===== config.mk =====
export PLATFORM = sky130hd
export DESIGN_NAME = correlator_peak_detector
export DESIGN_NICKNAME = d
export VERILOG_FILES = /design/src/rtl/correlator_peak_detector.sv
export SDC_FILE = /design/constraint.sdc
export NUM_CORES = 1
export LEC_CHECK = 0
export CAP_MARGIN = 20
export CORE_ASPECT_RATIO = 1.4
export CORE_MARGIN = 1
export CORE_UTILIZATION = 50
export DETAILED_ROUTE_END_ITERATION = 7
export PLACE_DENSITY = 0.76
export SLEW_MARGIN = 20
export SYNTH_ARGS = -nofsm -noshare
export SYNTH_HDL_FRONTEND = slang
export SYNTH_SLANG_ARGS = --single-unit

===== constraint.sdc =====
create_clock -name Clk -period 5 [get_ports Clk]
set_input_delay 1.25 -clock Clk [delete_from_list [all_inputs] [get_ports Clk]]
set_output_delay 1.25 -clock Clk [all_outputs]
set_load 0.005 [all_outputs]

===== src/rtl/correlator_peak_detector.sv =====
// correlator_peak_detector
// Watches an unsigned correlation stream, opens an event when a sample reaches
// Threshold, tracks the running maximum and its sample index, closes the event
// after PEAK_WINDOW consecutive non-improving samples and then ignores
// HOLDOFF_LENGTH valid samples so sidelobes cannot re-trigger it. One
// registered report (value, index) is produced per closed event.
module correlator_peak_detector #(
  parameter int DATA_WIDTH     = 16,
  parameter int INDEX_WIDTH    = 32,
  parameter int PEAK_WINDOW    = 16,
  parameter int HOLDOFF_LENGTH = 64
) (
  input  logic                   Clk,
  input  logic                   Rst,
  input  logic                   Input_valid,
  input  logic [DATA_WIDTH-1:0]  Input_data,
  input  logic [DATA_WIDTH-1:0]  Threshold,
  output logic                   Output_valid,
  output logic [DATA_WIDTH-1:0]  Output_peak_value,
  output logic [INDEX_WIDTH-1:0] Output_peak_index
);

  // A zero-length holdoff still needs a one-bit counter so the vector is legal.
  localparam int WIN_W  = $clog2(PEAK_WINDOW + 1);
  localparam int HOLD_W = (HOLDOFF_LENGTH > 0) ? $clog2(HOLDOFF_LENGTH + 1) : 1;

  localparam logic [WIN_W-1:0]  WIN_LAST  = WIN_W'(PEAK_WINDOW);
  localparam logic [HOLD_W-1:0] HOLD_LAST = HOLD_W'(HOLDOFF_LENGTH);

  typedef enum logic [1:0] {
    S_IDLE,
    S_TRACK,
    S_HOLDOFF
  } state_e;

  state_e                 state_q,     state_d;
  logic [INDEX_WIDTH-1:0] idx_q,       idx_d;
  logic [DATA_WIDTH-1:0]  max_q,       max_d;
  logic [INDEX_WIDTH-1:0] max_idx_q,   max_idx_d;
  logic [WIN_W-1:0]       win_cnt_q,   win_cnt_d;
  logic [HOLD_W-1:0]      hold_cnt_q,  hold_cnt_d;
  logic                   out_valid_q, out_valid_d;
  logic [DATA_WIDTH-1:0]  out_value_q, out_value_d;
  logic [INDEX_WIDTH-1:0] out_index_q, out_index_d;

  // Next-state logic: nothing moves unless a valid sample is presented.
  always_comb begin
    // NOTE: every signal gets a default first so no path leaves it unassigned,
    // which would otherwise infer a latch.
    state_d     = state_q;
    idx_d       = idx_q;
    max_d       = max_q;
    max_idx_d   = max_idx_q;
    win_cnt_d   = win_cnt_q;
    hold_cnt_d  = hold_cnt_q;
    out_valid_d = 1'b0;
    out_value_d = out_value_q;
    out_index_d = out_index_q;

    if (Input_valid) begin
      // The sample index advances on every valid sample regardless of state.
      idx_d = idx_q + INDEX_WIDTH'(1);

      case (state_q)
        S_IDLE: begin
          if (Input_data >= Threshold) begin
            max_d     = Input_data;
            max_idx_d = idx_q;
            win_cnt_d = '0;
            state_d   = S_TRACK;
          end
        end

        S_TRACK: begin
          // Strict compare: on a tie the earlier index is kept.
          if (Input_data > max_q) begin
            max_d     = Input_data;
            max_idx_d = idx_q;
            win_cnt_d = '0;
          end else begin
            win_cnt_d = win_cnt_q + WIN_W'(1);
            if (win_cnt_d == WIN_LAST) begin
              out_valid_d = 1'b1;
              out_value_d = max_q;
              out_index_d = max_idx_q;
              win_cnt_d   = '0;
              hold_cnt_d  = '0;
              state_d     = (HOLDOFF_LENGTH == 0) ? S_IDLE : S_HOLDOFF;
            end
          end
        end

        S_HOLDOFF: begin
          // The sample that completes the holdoff is discarded, not tested.
          hold_cnt_d = hold_cnt_q + HOLD_W'(1);
          if (hold_cnt_d == HOLD_LAST) begin
            state_d = S_IDLE;
          end
        end

        default: state_d = S_IDLE;
      endcase
    end
  end

  // State and report registers; reset drops any open event without a report.
  always_ff @(posedge Clk or posedge Rst) begin
    if (Rst) begin
      state_q     <= S_IDLE;
      idx_q       <= '0;
      max_q       <= '0;
      max_idx_q   <= '0;
      win_cnt_q   <= '0;
      hold_cnt_q  <= '0;
      out_valid_q <= 1'b0;
      out_value_q <= '0;
      out_index_q <= '0;
    end else begin
      // NOTE: non-blocking assignments so every register samples the values
      // from before this edge, independent of statement order.
      state_q     <= state_d;
      idx_q       <= idx_d;
      max_q       <= max_d;
      max_idx_q   <= max_idx_d;
      win_cnt_q   <= win_cnt_d;
      hold_cnt_q  <= hold_cnt_d;
      out_valid_q <= out_valid_d;
      out_value_q <= out_value_d;
      out_index_q <= out_index_d;
    end
  end

  assign Output_valid      = out_valid_q;
  assign Output_peak_value = out_value_q;
  assign Output_peak_index = out_index_q;

endmodule

==> flow_summary.html <==
<table>
<tr><th>Metric</th><th>Value</th></tr>
<tr><th colspan="2">Status</th></tr>
<tr><td>Outcome</td><td>finished clean</td></tr>
<tr><th colspan="2">Setup path</th></tr>
<tr><td>Destination of the critical timing path</td><td>max_idx_q[16]</td></tr>
<tr><td>Critical path arrival</td><td>4.36 ns</td></tr>
<tr><td>R2R setup slack</td><td>1.87 ns</td></tr>
<tr><td>Critical Path End Type</td><td>register</td></tr>
<tr><td>Critical path startpoint</td><td>Input_data[14]</td></tr>
<tr><td>Worst r2r src</td><td>max_q[13]</td></tr>
<tr><td>Terminus of the critical flop-to-flop path</td><td>Output_peak_index[23]</td></tr>
<tr><td>Required time of the critical path</td><td>5.29 ns</td></tr>
<tr><td>Crit Path Category</td><td>in -&gt; reg</td></tr>
<tr><td>Worst reg2reg path depth</td><td>9</td></tr>
<tr><td>Type of origin of the critical path</td><td>input pin</td></tr>
<tr><td>Maximum fanout along the worst path</td><td>27</td></tr>
<tr><th colspan="2">Drt</th></tr>
<tr><td>Overall via count from detail_route</td><td>4411</td></tr>
<tr><td>Remaining number of nets flagged by the antenna check after routing</td><td>0</td></tr>
<tr><td>Final routed wirelength across all metal layers</td><td>13200 um</td></tr>
<tr><td>DRT Pass-1 Iters</td><td>5</td></tr>
<tr><td>Remaining routing DRC violations</td><td>0</td></tr>
<tr><td>Via-to-Cell Ratio</td><td>5.41</td></tr>
<tr><td>Per-cell routed wire length</td><td>16.2 um</td></tr>
<tr><td>Number of violations reported at the end of detailed-routing iteration 0</td><td>167</td></tr>
<tr><th colspan="2">Synthesis</th></tr>
<tr><td>Yosys warning total</td><td>0</td></tr>
<tr><td>Post-synthesis mux area share</td><td>16.5%</td></tr>
<tr><td>Area fraction of the dominant cell type after synthesis</td><td>53.2%</td></tr>
<tr><td>Most used flip-flop cell after synthesis</td><td>sky130_fd_sc_hd__dfrtp_1</td></tr>
<tr><td>Seq cells post-synth</td><td>143</td></tr>
<tr><td>Cell taking the most area after synthesis</td><td>sky130_fd_sc_hd__dfrtp_1</td></tr>
<tr><td>Synthesized area per cell</td><td>12.5 um^2</td></tr>
<tr><td>Async set-reset flop share out of synthesis</td><td>100%</td></tr>
<tr><td>Number of nets in the synthesized netlist</td><td>609</td></tr>
<tr><td>Post-synthesis xor/xnor area fraction</td><td>4.29%</td></tr>
<tr><td>Area fraction in compound gates after synthesis</td><td>6.67%</td></tr>
<tr><td>Synth Cell Area</td><td>6730 um^2</td></tr>
<tr><td>Cell count after synthesis</td><td>538</td></tr>
<tr><td>Top post-synthesis cells by count</td><td>143 x sky130_fd_sc_hd__dfrtp_1, 68 x sky130_fd_sc_hd__mux2_2, 38 x sky130_fd_sc_hd__inv_1, 36 x sky130_fd_sc_hd__ha_1, 29 x sky130_fd_sc_hd__mux2_1</td></tr>
<tr><td>Most repeated cell in the gate-level netlist after synthesis</td><td>sky130_fd_sc_hd__dfrtp_1</td></tr>
<tr><td>Adder and majority cell fraction of the synthesized area</td><td>6.69%</td></tr>
<tr><td>Unique cell type count in the Yosys netlist</td><td>54</td></tr>
<tr><td>Sequential area share after synthesis</td><td>53.2%</td></tr>
<tr><td>Share of synthesized cell area in and, or, nand and nor gates</td><td>8.40%</td></tr>
<tr><td>Count of flip-flops with a built-in enable after synthesis</td><td>0</td></tr>
<tr><td>Largest cells by area after synthesis</td><td>sky130_fd_sc_hd__dfrtp_1 53%, sky130_fd_sc_hd__mux2_2 11%, sky130_fd_sc_hd__ha_1 6.7%, sky130_fd_sc_hd__mux2_1 4.9%, sky130_fd_sc_hd__xnor2_1 3.0%</td></tr>
<tr><td>Largest family of logic cells by synthesized area</td><td>multiplexers</td></tr>
<tr><th colspan="2">Timing</th></tr>
<tr><td>Relative slew slack</td><td>48.4%</td></tr>
<tr><td>Setup WS post-layout</td><td>0.929 ns</td></tr>
<tr><td>Share of the clock period used by the worst path</td><td>81.4%</td></tr>
<tr><td>Number of slew-limit violations in the final report</td><td>0</td></tr>
<tr><td>Worst hold slack</td><td>0.481 ns</td></tr>
<tr><td>Final setup vio count</td><td>0</td></tr>
<tr><td>Min Tclk post-route</td><td>4.07 ns</td></tr>
<tr><td>Unrepaired setup endpoints after global routing</td><td>no</td></tr>
<tr><td>Final-layout setup total negative slack</td><td>0 ns</td></tr>
<tr><td>Final count of hold timing violations</td><td>0</td></tr>
<tr><td>Measured slew at the worst slew-check pin</td><td>0.774 ns</td></tr>
<tr><td>Maximum clock frequency</td><td>0.246 GHz</td></tr>
<tr><td>Clock skew</td><td>0.00794 ns</td></tr>
<tr><th colspan="2">Cells and area</th></tr>
<tr><td>Number of antenna diodes</td><td>0</td></tr>
<tr><td>Post-layout net count</td><td>696</td></tr>
<tr><td>Finished Core Util</td><td>63.9%</td></tr>
<tr><td>Post-route non-filler standard cell count</td><td>816</td></tr>
<tr><td>Final standard cell area without fillers</td><td>8310 um^2</td></tr>
<tr><td>Fraction of layout cells with a size suffix above 1</td><td>17.7%</td></tr>
<tr><td>Syn-to-layout area delta</td><td>23.5%</td></tr>
<tr><th colspan="2">Clocking</th></tr>
<tr><td>Clock latency on the worst-skew pair</td><td>0.41 ns</td></tr>
<tr><td>Clock-pin slew on the worst setup and hold paths</td><td>0.06 ns</td></tr>
<tr><td>Clk Tree Root Cell</td><td>sky130_fd_sc_hd__clkbuf_16</td></tr>
<tr><td>Number of buffers added to fix hold violations after cts</td><td>0</td></tr>
<tr><td>H-Tree Depth</td><td>4</td></tr>
<tr><td>Largest buffer count on any clock path</td><td>2</td></tr>
<tr><td>Number of buffers added for setup after CTS</td><td>0</td></tr>
<tr><td>CTS buffer count</td><td>17</td></tr>
<tr><td>Total clock sinks</td><td>143</td></tr>
<tr><td>Clock tree from TritonCTS</td><td>built</td></tr>
<tr><td>Resized Gates After CTS</td><td>0</td></tr>
<tr><th colspan="2">Power</th></tr>
<tr><td>Pwr/cell area</td><td>422 nW/um^2</td></tr>
<tr><td>Peak VDD IR</td><td>244 uV</td></tr>
<tr><td>Portion of total power attributed to the clock network</td><td>36.7%</td></tr>
<tr><td>Net switching power</td><td>1.04 mW</td></tr>
<tr><td>Fraction of power spent switching nets</td><td>29.6%</td></tr>
<tr><td>Power share of the combinational group</td><td>20.5%</td></tr>
<tr><td>Leakage power</td><td>3.94 nW</td></tr>
<tr><td>Pint</td><td>2.47 mW</td></tr>
<tr><td>Sequential fraction of design power</td><td>42.8%</td></tr>
<tr><td>Total power of the final layout</td><td>3.50 mW</td></tr>
<tr><th colspan="2">Global routing</th></tr>
<tr><td>Via count of the first global-routing pass</td><td>4709</td></tr>
<tr><td>Overall track demand over capacity in global routing</td><td>20.6%</td></tr>
<tr><td>Initial antenna violation count</td><td>0</td></tr>
<tr><td>First-pass GRT wire length</td><td>22500 um</td></tr>
<tr><td>Remaining global-route overflow</td><td>0</td></tr>
<tr><td>Largest net degree at the start of global routing</td><td>144</td></tr>
<tr><th colspan="2">Place</th></tr>
<tr><td>Instance count after placement with tap cells included</td><td>784</td></tr>
<tr><td>Area of placed instances</td><td>7700 um^2</td></tr>
<tr><td>Hpwl dp</td><td>9210 um</td></tr>
<tr><td>Final Wtd Congestion</td><td>0.783</td></tr>
<tr><td>Number of buffers inserted by port buffering</td><td>83</td></tr>
<tr><td>Place WS</td><td>0.514 ns</td></tr>
<tr><th colspan="2">Run</th></tr>
<tr><td>Number of maximum-capacitance constraint violations</td><td>0</td></tr>
<tr><th colspan="2">Hold path</th></tr>
<tr><td>Class of the most critical hold timing path</td><td>reg -&gt; reg</td></tr>
<tr><th colspan="2">Die</th></tr>
<tr><td>Die footprint</td><td>13900 um^2</td></tr>
<tr><td>Cell Rows</td><td>49</td></tr>
<tr><td>Effective utilization at floorplan</td><td>51.8%</td></tr>
<tr><td>Chip Height</td><td>139 um</td></tr>
<tr><td>Number of placed I/O pins</td><td>84</td></tr>
<tr><td>Placeable core region</td><td>13000 um^2</td></tr>
<tr><td>Width of the die</td><td>100 um</td></tr>
</table>
## layer usage
metal	GRT usage, %	wire (um)	up-vias
met4	6.56	210	0
li1	-	-	2085
met3	5.68	545	20
met5	0	0	-
met2	35.2	6880	90
met1	25.2	5580	2216
## cell usage in the layout, fill, tap and decap left out, types with 3 or more instances in the layout
master / instances
sky130_fd_sc_hd__dfrtp_1: 143
sky130_fd_sc_hd__clkdlybuf4s50_1: 83
sky130_fd_sc_hd__mux2_2: 68
sky130_fd_sc_hd__inv_1: 37
sky130_fd_sc_hd__ha_1: 36
sky130_fd_sc_hd__mux2_1: 29
sky130_fd_sc_hd__nand2_1: 26
sky130_fd_sc_hd__xnor2_1: 23
sky130_fd_sc_hd__clkbuf_16: 17
sky130_fd_sc_hd__nor2_1: 16
sky130_fd_sc_hd__nand4_1: 14
sky130_fd_sc_hd__nand3_1: 13
sky130_fd_sc_hd__a21oi_1: 12
sky130_fd_sc_hd__xor2_1: 10
sky130_fd_sc_hd__nor3_1: 9
sky130_fd_sc_hd__o21ai_0: 9
sky130_fd_sc_hd__clkinvlp_4: 6
sky130_fd_sc_hd__nor2b_1: 5
sky130_fd_sc_hd__a21o_1: 5
sky130_fd_sc_hd__and4_1: 5
sky130_fd_sc_hd__and3_1: 5
sky130_fd_sc_hd__nand2b_1: 4
sky130_fd_sc_hd__buf_4: 4
sky130_fd_sc_hd__or3_1: 3
sky130_fd_sc_hd__o2bb2ai_1: 3
sky130_fd_sc_hd__o31ai_1: 3
sky130_fd_sc_hd__a22o_1: 3
sky130_fd_sc_hd__bufinv_16: 3
## logic make-up (layout without fill, tap and decap cells)
kind of cell | Yosys count | in the layout
simple gates | 109 | 109
flops | 143 | 143
compound gates | 60 | 60
xor+xnor | 33 | 33
buf+inv | 58 | 158
mux | 99 | 99
fa+ha+maj | 36 | 36
## worst min path at each step
stage | startpoint | end | cells past startpoint
final | idx_q[31] | idx_q[31] | 1
after global routing | idx_q[14] | idx_q[14] | 1
after CTS | idx_q[31] | idx_q[31] | 1
after detailed placement | idx_q[31] | idx_q[31] | 1
after global placement | idx_q[31] | idx_q[31] | 1
after floorplan | idx_q[31] | idx_q[31] | 1
## sequential cells by signal, summed over array words and instances, names as in the netlist
name / count
max_idx_q: 32
idx_q: 32
Output_valid: 1
hold_cnt_q: 7
Output_peak_value: 16
win_cnt_q: 5
state_q: 2
max_q: 16
Output_peak_index: 32
## critical path, cell delays in order
cell and delay [ns]:
sky130_fd_sc_hd__clkdlybuf4s50_1 0.48, sky130_fd_sc_hd__ha_1 0.33, sky130_fd_sc_hd__nand4_1 0.19, sky130_fd_sc_hd__or3_1 0.41
sky130_fd_sc_hd__a221o_1 0.31, sky130_fd_sc_hd__a311o_1 0.45, sky130_fd_sc_hd__a21oi_4 0.16, sky130_fd_sc_hd__buf_4 0.38
sky130_fd_sc_hd__mux2_2 0.39
## area by class of cell
cell class | count | area (um^2)
Clock buffer | 19 | 443
Clock inverter | 13 | 164
Fill cell | 1048 | 4690
Inverter | 38 | 146
Multi-Input combinational cell | 337 | 2880
Sequential cell | 143 | 3580
Tap cell | 178 | 223
Timing Repair Buffer | 88 | 881
## power groups by stage
stage / Clock (mW) / Combinational [mW] / Sequential [mW]
floorplan: 0 / 0.602 / 1.44
global placement: 0 / 0.684 / 1.51
detailed placement: 0 / 0.723 / 1.52
CTS: 1.31 / 0.726 / 1.50
global route: 1.36 / 0.813 / 1.53
finish: 1.29 / 0.718 / 1.50
Power figures use the tool's default switching activity.
